`src/rtl/tiny_pkg.sv`:
```
// Shared sizes and loader state encoding for the tiny CPU program loader.
// Imported by the loader top and its synchronizer.
package tiny_pkg;

    localparam int DATAPATH_W = 8;
    localparam int INST_W     = 8;
    localparam int IMEM_SZ    = 16;
    localparam int DMEM_SZ    = 15;
    localparam int ADDR_W     = 4;

    typedef enum logic [2:0] {
        IDLE = 3'd0,
        LO   = 3'd1,
        HI   = 3'd2,
        WR   = 3'd3,
        DONE = 3'd4
    } loader_state_t;

    // Highest writable address of the selected memory.
    // tgt = 0 selects instruction memory, tgt = 1 selects data memory.
    function automatic logic [ADDR_W-1:0] last_addr(
        input logic tgt,
        input int   imem_sz,
        input int   dmem_sz
    );
        if (tgt) begin
            return ADDR_W'(dmem_sz - 1);
        end
        return ADDR_W'(imem_sz - 1);
    endfunction

endpackage

```
`src/rtl/sync_edge.sv`:
```
// Two-flop synchronizer for an asynchronous pin, plus a one-cycle rising-edge pulse.
// All flops reset to 0, so a pin that is already high at reset release reads as a rising edge.
module sync_edge
    import tiny_pkg::*;
(
    input  logic clk,
    input  logic rst,
    input  logic async_in,
    output logic level,
    output logic pulse
);

    logic meta_q, meta_d;
    logic sync_q, sync_d;
    logic prev_q, prev_d;

    always_comb begin
        meta_d = async_in;
        sync_d = meta_q;
        prev_d = sync_q;
    end

    always_ff @(posedge clk) begin
        if (rst) begin
            meta_q <= 1'b0;
            sync_q <= 1'b0;
            prev_q <= 1'b0;
        end else begin
            meta_q <= meta_d;
            sync_q <= sync_d;
            prev_q <= prev_d;
        end
    end

    assign level = sync_q;
    assign pulse = sync_q & ~prev_q;

endmodule

```
`src/rtl/prog_loader.sv`:
```
// Nibble-serial program loader: assembles bytes from strobed nibbles and writes them
// sequentially into instruction or data memory while holding the CPU.
module prog_loader
    import tiny_pkg::*;
#(
    parameter int DATA_W  = tiny_pkg::DATAPATH_W,
    parameter int IMEM_SZ = tiny_pkg::IMEM_SZ,
    parameter int DMEM_SZ = tiny_pkg::DMEM_SZ
) (
    input  logic              clk,
    input  logic              rst,
    input  logic              load_req,
    input  logic              tgt,
    input  logic              strobe,
    input  logic [3:0]        din,
    output logic              wr_en,
    output logic              wr_tgt,
    output logic [3:0]        wr_addr,
    output logic [DATA_W-1:0] wr_data,
    output logic              cpu_halt,
    output logic              done,
    output logic              aborted,
    output logic [7:0]        checksum
);

    logic req_s;
    logic req_rise;
    logic stb_level;
    logic stb_pulse;

    sync_edge u_req_sync (
        .clk      (clk),
        .rst      (rst),
        .async_in (load_req),
        .level    (req_s),
        .pulse    (req_rise)
    );

    sync_edge u_stb_sync (
        .clk      (clk),
        .rst      (rst),
        .async_in (strobe),
        .level    (stb_level),
        .pulse    (stb_pulse)
    );

    loader_state_t     state_q, state_d;
    logic [3:0]        addr_q, addr_d;
    logic [DATA_W-1:0] data_q, data_d;
    logic              tgt_q, tgt_d;
    logic              cpu_halt_q, cpu_halt_d;
    logic              done_q, done_d;
    logic              aborted_q, aborted_d;
    logic [7:0]        checksum_q, checksum_d;
    logic [3:0]        last_q_addr;

    assign last_q_addr = last_addr(tgt_q, IMEM_SZ, DMEM_SZ);

    always_comb begin
        state_d    = state_q;
        addr_d     = addr_q;
        data_d     = data_q;
        tgt_d      = tgt_q;
        cpu_halt_d = cpu_halt_q;
        done_d     = done_q;
        aborted_d  = aborted_q;
        checksum_d = checksum_q;

        case (state_q)
            IDLE: begin
                if (req_rise) begin
                    state_d    = LO;
                    addr_d     = '0;
                    tgt_d      = tgt;
                    checksum_d = '0;
                    done_d     = 1'b0;
                    aborted_d  = 1'b0;
                    cpu_halt_d = 1'b1;
                end
            end
            LO: begin
                if (!req_s) begin
                    state_d    = IDLE;
                    aborted_d  = 1'b1;
                    cpu_halt_d = 1'b0;
                end else if (stb_pulse) begin
                    data_d[3:0] = din;
                    state_d     = HI;
                end
            end
            HI: begin
                if (!req_s) begin
                    state_d    = IDLE;
                    aborted_d  = 1'b1;
                    cpu_halt_d = 1'b0;
                end else if (stb_pulse) begin
                    data_d[7:4] = din;
                    state_d     = WR;
                end
            end
            WR: begin
                // A dropped request here wins over the pending write.
                if (!req_s) begin
                    state_d    = IDLE;
                    aborted_d  = 1'b1;
                    cpu_halt_d = 1'b0;
                end else begin
                    checksum_d = checksum_q + 8'(data_q);
                    if (addr_q == last_q_addr) begin
                        state_d    = DONE;
                        done_d     = 1'b1;
                        cpu_halt_d = 1'b0;
                    end else begin
                        addr_d  = addr_q + 4'd1;
                        state_d = LO;
                    end
                end
            end
            DONE: begin
                if (!req_s) begin
                    state_d = IDLE;
                end
            end
            default: begin
                state_d = IDLE;
            end
        endcase
    end

    always_ff @(posedge clk) begin
        if (rst) begin
            state_q    <= IDLE;
            addr_q     <= '0;
            data_q     <= '0;
            tgt_q      <= 1'b0;
            cpu_halt_q <= 1'b0;
            done_q     <= 1'b0;
            aborted_q  <= 1'b0;
            checksum_q <= '0;
        end else begin
            state_q    <= state_d;
            addr_q     <= addr_d;
            data_q     <= data_d;
            tgt_q      <= tgt_d;
            cpu_halt_q <= cpu_halt_d;
            done_q     <= done_d;
            aborted_q  <= aborted_d;
            checksum_q <= checksum_d;
        end
    end

    // Address, data and target are registers that only move outside WR, so they are stable under wr_en.
    assign wr_en    = (state_q == WR) && req_s;
    assign wr_tgt   = tgt_q;
    assign wr_addr  = addr_q;
    assign wr_data  = data_q;
    assign cpu_halt = cpu_halt_q;
    assign done     = done_q;
    assign aborted  = aborted_q;
    assign checksum = checksum_q;

endmodule

```
`config.mk`:
```
export PLATFORM = sky130hd
export DESIGN_NAME = prog_loader
export DESIGN_NICKNAME = d
export VERILOG_FILES = /design/src/rtl/tiny_pkg.sv /design/src/rtl/sync_edge.sv /design/src/rtl/prog_loader.sv
export SDC_FILE = /design/constraint.sdc
export NUM_CORES = 1
export LEC_CHECK = 0
export CELL_PAD_IN_SITES_DETAIL_PLACEMENT = 0
export CELL_PAD_IN_SITES_GLOBAL_PLACEMENT = 1
export CORE_UTILIZATION = 34
export CTS_CLUSTER_DIAMETER = 200
export DETAILED_ROUTE_END_ITERATION = 8
export GPL_ROUTABILITY_DRIVEN = 0
export PLACE_DENSITY = 0.76
export SLEW_MARGIN = 20
export SYNTH_ARGS = -nofsm -noshare
export SYNTH_HDL_FRONTEND = slang
export SYNTH_SLANG_ARGS = --single-unit
```
`constraint.sdc`:
```
create_clock -name clk -period 2 [get_ports clk]
set_clock_uncertainty 0.1 [all_clocks]
set_input_delay 0.2 -clock clk [delete_from_list [all_inputs] [get_ports clk]]
set_output_delay 0.2 -clock clk [all_outputs]
set_load 0.03 [all_outputs]
```
-- Yosys cells after proc, flatten, opt, wreduce, memory -nomap -nowiden
Index checks and enable logic that the tools add are counted.
- register bits after elaboration: 33
- input port bits: 9
- output and inout bits: 25
- add/subtract/negate cells: 2
- equality and inequality tests: 15
- multiplexer cells: 30
- bitwise operators: 4
- reductions and logical operators: 16
- operators by type and width (kind ; count):
    $mux W3 ; 8
    $mux W4 ; 5
    $mux W8 ; 2
    $pmux W8 S2 ; 1
    $reduce_and A4 Y1 ; 4
    $pmux W3 S5 ; 1
    $ne A2 B2 Y1 const B ; 6
    $reduce_and A3 Y1 ; 4
    $mux W1 ; 9
    $ne A3 B3 Y1 const B ; 3
    $add A8 B8 Y8 ; 1
    $pmux W4 S2 ; 1
    $eq A3 B2 Y1 const B ; 2
    $add A4 B1 Y4 const B ; 1
    $eq A4 B4 Y1 ; 1
    $pmux W1 S2 ; 2
    $reduce_bool A2 Y1 ; 2
    $eq A3 B1 Y1 const B ; 1
    $eq A3 B3 Y1 const B ; 1
    $logic_not A3 Y1 ; 1
    $pmux W1 S3 ; 1
    $reduce_bool A3 Y1 ; 1
    $reduce_or A3 Y1 ; 1
    $and A1 B1 Y1 ; 2
    other kinds (5) ; 6

-- Depth between registers and ports, before layout
Gate-level depths: netlist of the first run.
- depth in word-level cells: 6
- gate-level depth with buffers: 7
- depth with buffers taken out: 7

-- By module
Synthesis of the first run repeated with hierarchy kept, for this count alone.
- cells, all modules: 183
- area, all modules: 1652.8 um^2
- modules (own cells, without submodules) (module ; instances ; cells each ; area an instance (um^2) ; sequential area each (um^2)):
    prog_loader ; 1 ; 169 ; 1477.7 ; 540.5
    sync_edge ; 2 ; 7 ; 87.6 ; 60.1

-- Worst setup path after synthesis of the first run
No wires, ideal clock.
- path kind: flip-flop to flip-flop
- from: register data_q[0] (netlist: wr_data[0])
- to: register checksum_q[6] (netlist: checksum[6])
- library setup time: 117 ps
- data arrival time: 1846 ps
- data required time: 1783 ps
- slack: -63 ps
- cell stages (with the launch flop): 8
- clock period less this slack: 2063 ps
- cells stage by stage: dfxtp_1 ha_1 fa_1 a211oi_1 o21bai_1 a21oi_1 xnor2_1 a32o_1
- cells in the longest elaborated chain, start to end: 3
- ends and longest elaborated chain (what ; line ; text):
    start: declaration ; prog_loader.sv:49 ; logic [DATA_W-1:0] data_q, data_d;
    start signal: assignment ; prog_loader.sv:143 ; data_q <= data_d;
    $add A8 B8 Y8 ; prog_loader.sv:108 ; checksum_d = checksum_q + 8'(data_q);
    $mux W8 ; prog_loader.sv:103 ; if (!req_s) begin
    $pmux W8 S2 ; prog_loader.sv:69 ; case (state_q)
    end signal: assignment ; prog_loader.sv:148 ; checksum_q <= checksum_d;
    end: declaration ; prog_loader.sv:54 ; logic [7:0] checksum_q, checksum_d;
No other way between the ends. The select of a mux whose other input is x is not followed.
A chain may end at the register's enable or synchronous reset.

-- Worst setup path in the final report of the first run
- from: register data_q[0] (netlist: wr_data[0])
- to: register checksum_q[4] (netlist: checksum[4])
The elaborated chain is that of the path after synthesis.

==> results.tsv, run 1 <==
metric	value	unit
crit path DAT	1.92	ns
Avg Cell Area, Syn	9.38	µm²
CTS tree	built	
met2 GRT Util	0.257	
DRT antenna net count	0	
ys async rst share	0	
wire per inst	12.8	µm
root buffer cell	clkbuf_8	
Post-Route Setup TNS	0	ns
placed insts	276	
register area share after synthesis	0.398	
top-area cell type share of the netlist area	0.398	
First-pass DRT Iterations	4	
P_leak	0.000858	µW
worst skew pair latency	0.29	ns
clock buffer depth	2	
share of post-route cells with drive strength above 1	0.171	
max cap viols	0	
outcome	finished, final reports clean	
CP Launch Type	flip-flop	
Core Util, Final	0.460	
H-tree levels	2	
Top FF cell, synth	dfxtp_1	
Post-synth EDFFs	0	
peak supply drop	0.396	mV
total core area	4720	µm²
die area	5170	µm²
met3 Usage GRT	0.0366	
Hold WC Path Type	flip-flop to flip-flop	
detailed-placement wirelength estimate	2700	µm
Total GRT Usage	0.157	
critical path data required time	2.07	ns
minimum hold slack	0.342	ns
syn nets	195	
Least-Margin Pin Slew	0.494	ns
I/O pins	34	
Worst setup EP type	flip-flop	
post-synthesis cell area	1660	µm²
RSZ-0062 raised after global routing	no	
area delta synth->final	30.7	%
DR iter-0 viols	68	
global-route wire length before repair	6240	µm
Vias/cell	4.90	
Synth Register Bits	33	
# nets final	234	
vias in the first global route	1335	
Slew Viols, Final	0	
dominant cells by area after synthesis	dfxtp_1, ha_1, mux2i_1	
crit path time final	1.85	ns
GRT overflow	0	
final setup vio count	0	
# diodes	0	
Max FO, Critical Path	3	
drt total wl	3650	µm
slew margin rel.	0.670	
clk sink count	33	
Hold Violations, Final	0	
DRC Markers	0	
post-synth top area cell	dfxtp_1	
Netlist cell types	47	
Power Density	574	nW/µm²
Crit Path Category	flip-flop to flip-flop	
Synth Instances	177	
clk slew on worst S/H paths	0.07	ns
final worst-path cycle share	0.925	
Post-Layout Cell Count	284	
GR Util met1	0.202	
via count	1392	
Syn. warnings	0	
hold_buf cts	0	
FMAX	540	MHz
row count	25	
IO Port Bufs	33	
busiest layer in global routing	met2	
die width	71.9	µm
initial antenna violation count	0	
Die Y	71.9	µm
fill count	490	
Starting Density	0.352	
largest net degree at the start of global routing	21	
Inserted Clock Buffers	5	
## timing repair
action | in CTS | in global routing
gates resized for setup | 0 | 5
setup endpoints to repair | 0 | 2
buffers inserted | 0 | 0
## worst paths after layout
path                                         from               end  slack, ns  depth (start not counted)
worst min-delay path            u_req_sync.meta_q  u_req_sync.level       0.34                          1
worst max-delay path                   wr_data[0]       checksum[4]       0.15                          8
worst min register to register  u_req_sync.meta_q  u_req_sync.level       0.34                          1
worst max register to register         wr_data[0]       checksum[4]       0.15                          8
## cell families (layout without fill, tap and decap cells)
| group | Yosys count | count (layout) | share of synthesized area |
|---|---|---|---|
| adder cells (fa/ha/maj) | 9 | 9 | 0.0723 |
| AO/OA/AOI/OAI | 44 | 44 | 0.194 |
| flip-flops | 33 | 33 | 0.398 |
| AND/OR/NAND/NOR | 64 | 64 | 0.198 |
| multiplexers | 10 | 10 | 0.0610 |
| buffers and inverters | 9 | 49 | 0.0294 |
| XOR/XNOR | 8 | 8 | 0.0467 |
## cell usage after synthesis, drive strengths merged (2+ instances only)
library cell and number:
a211oi 4, a21o 2, a21oi 14, a22oi 3, a32o 2, buf 3
clkbuf 3, dfxtp 33, ha 8, inv 3, mux2i 9, nand2 11
nand3 8, nor2 25, nor2b 10, nor3 4, o21a 2, o21ai 6
o21bai 3, o31ai 2, xnor2 6, xor2 2
## layer usage
metal	vias up	wire length, µm
li1	715	-
met2	35	1690
met5	-	0
met3	5	186
met1	637	1720
met4	0	48
## worst max-delay path, stage by stage, from the launching register on
cell,delay [ns]
dfxtp_2,0.33
ha_2,0.21
fa_2,0.36
buf_4,0.15
a21o_1,0.16
a21oi_1,0.16
xnor2_1,0.09
a22oi_1,0.13
nor2_1,0.05
## registers in the layout, indices dropped and copies added, names as in the netlist
signal	flops
aborted	1
checksum	8
cpu_halt	1
done	1
state_q	3
u_req_sync.level	1
u_req_sync.meta_q	1
u_req_sync.prev_q	1
u_stb_sync.level	1
u_stb_sync.meta_q	1
u_stb_sync.prev_q	1
wr_addr	4
wr_data	8
wr_tgt	1
## report_power, final
group / internal, µW / total [µW] / switching (µW)
Combinational: 39.8 / 85.1 / 45.3
Clock: 241 / 487 / 246
Sequential: 666 / 673 / 7.44
## final cells by class
class / instances / area (µm²) / share of cell area
clock inverters: 2 / 10.0 / 0.00461
inverters: 3 / 11.3 / 0.00519
repair buffers: 38 / 365 / 0.168
flip-flops and latches: 33 / 666 / 0.307
well taps: 67 / 83.8 / 0.0386
multi-input cells: 135 / 962 / 0.443
clock buffers: 6 / 72.6 / 0.0334
## layout by cell type (no fill, tap or decap), types with 2 or more instances in the layout
master and n:
o31ai_1 2, o21ai_0 3, ha_1 7, nor3_1 2, a21o_1 2, nor2_1 22
a211oi_1 2, a21oi_1 13, nand3_1 8, a22oi_1 3, nor2b_1 10, a211oi_2 2
xor2_1 2, xnor2_1 5, clkinv_2 2, o21bai_1 3, buf_4 6, clkbuf_8 5
a32o_1 2, nand2_1 10, mux2i_1 9, clkdlybuf4s50_1 32, nor2_2 3, o21ai_2 2
dfxtp_2 4, inv_1 3, dfxtp_1 29
## per-stage QoR
step                setup WS, ns  area, µm²  total power, µW
floorplan                 0.0477       1670              738
global placement          0.0906       2080              774
detailed placement        0.0765       2080              775
CTS                       0.0232       2160             1260
global route             0.00779       2170             1300
finish                     0.150       2170             1250
No activity file was read; power rests on OpenSTA's default activity.
==> run 2, diff against run 1 <==
--- a/config.mk
+++ b/config.mk
@@ -12,7 +12,7 @@
 export DETAILED_ROUTE_END_ITERATION = 8
 export GPL_ROUTABILITY_DRIVEN = 0
 export PLACE_DENSITY = 0.76
-export SLEW_MARGIN = 20
+export SLEW_MARGIN = 0
 export SYNTH_ARGS = -nofsm -noshare
 export SYNTH_HDL_FRONTEND = slang
 export SYNTH_SLANG_ARGS = --single-unit
==> results of run 2 <==
Final layout, timing and power as in run 1 (identical DEF).
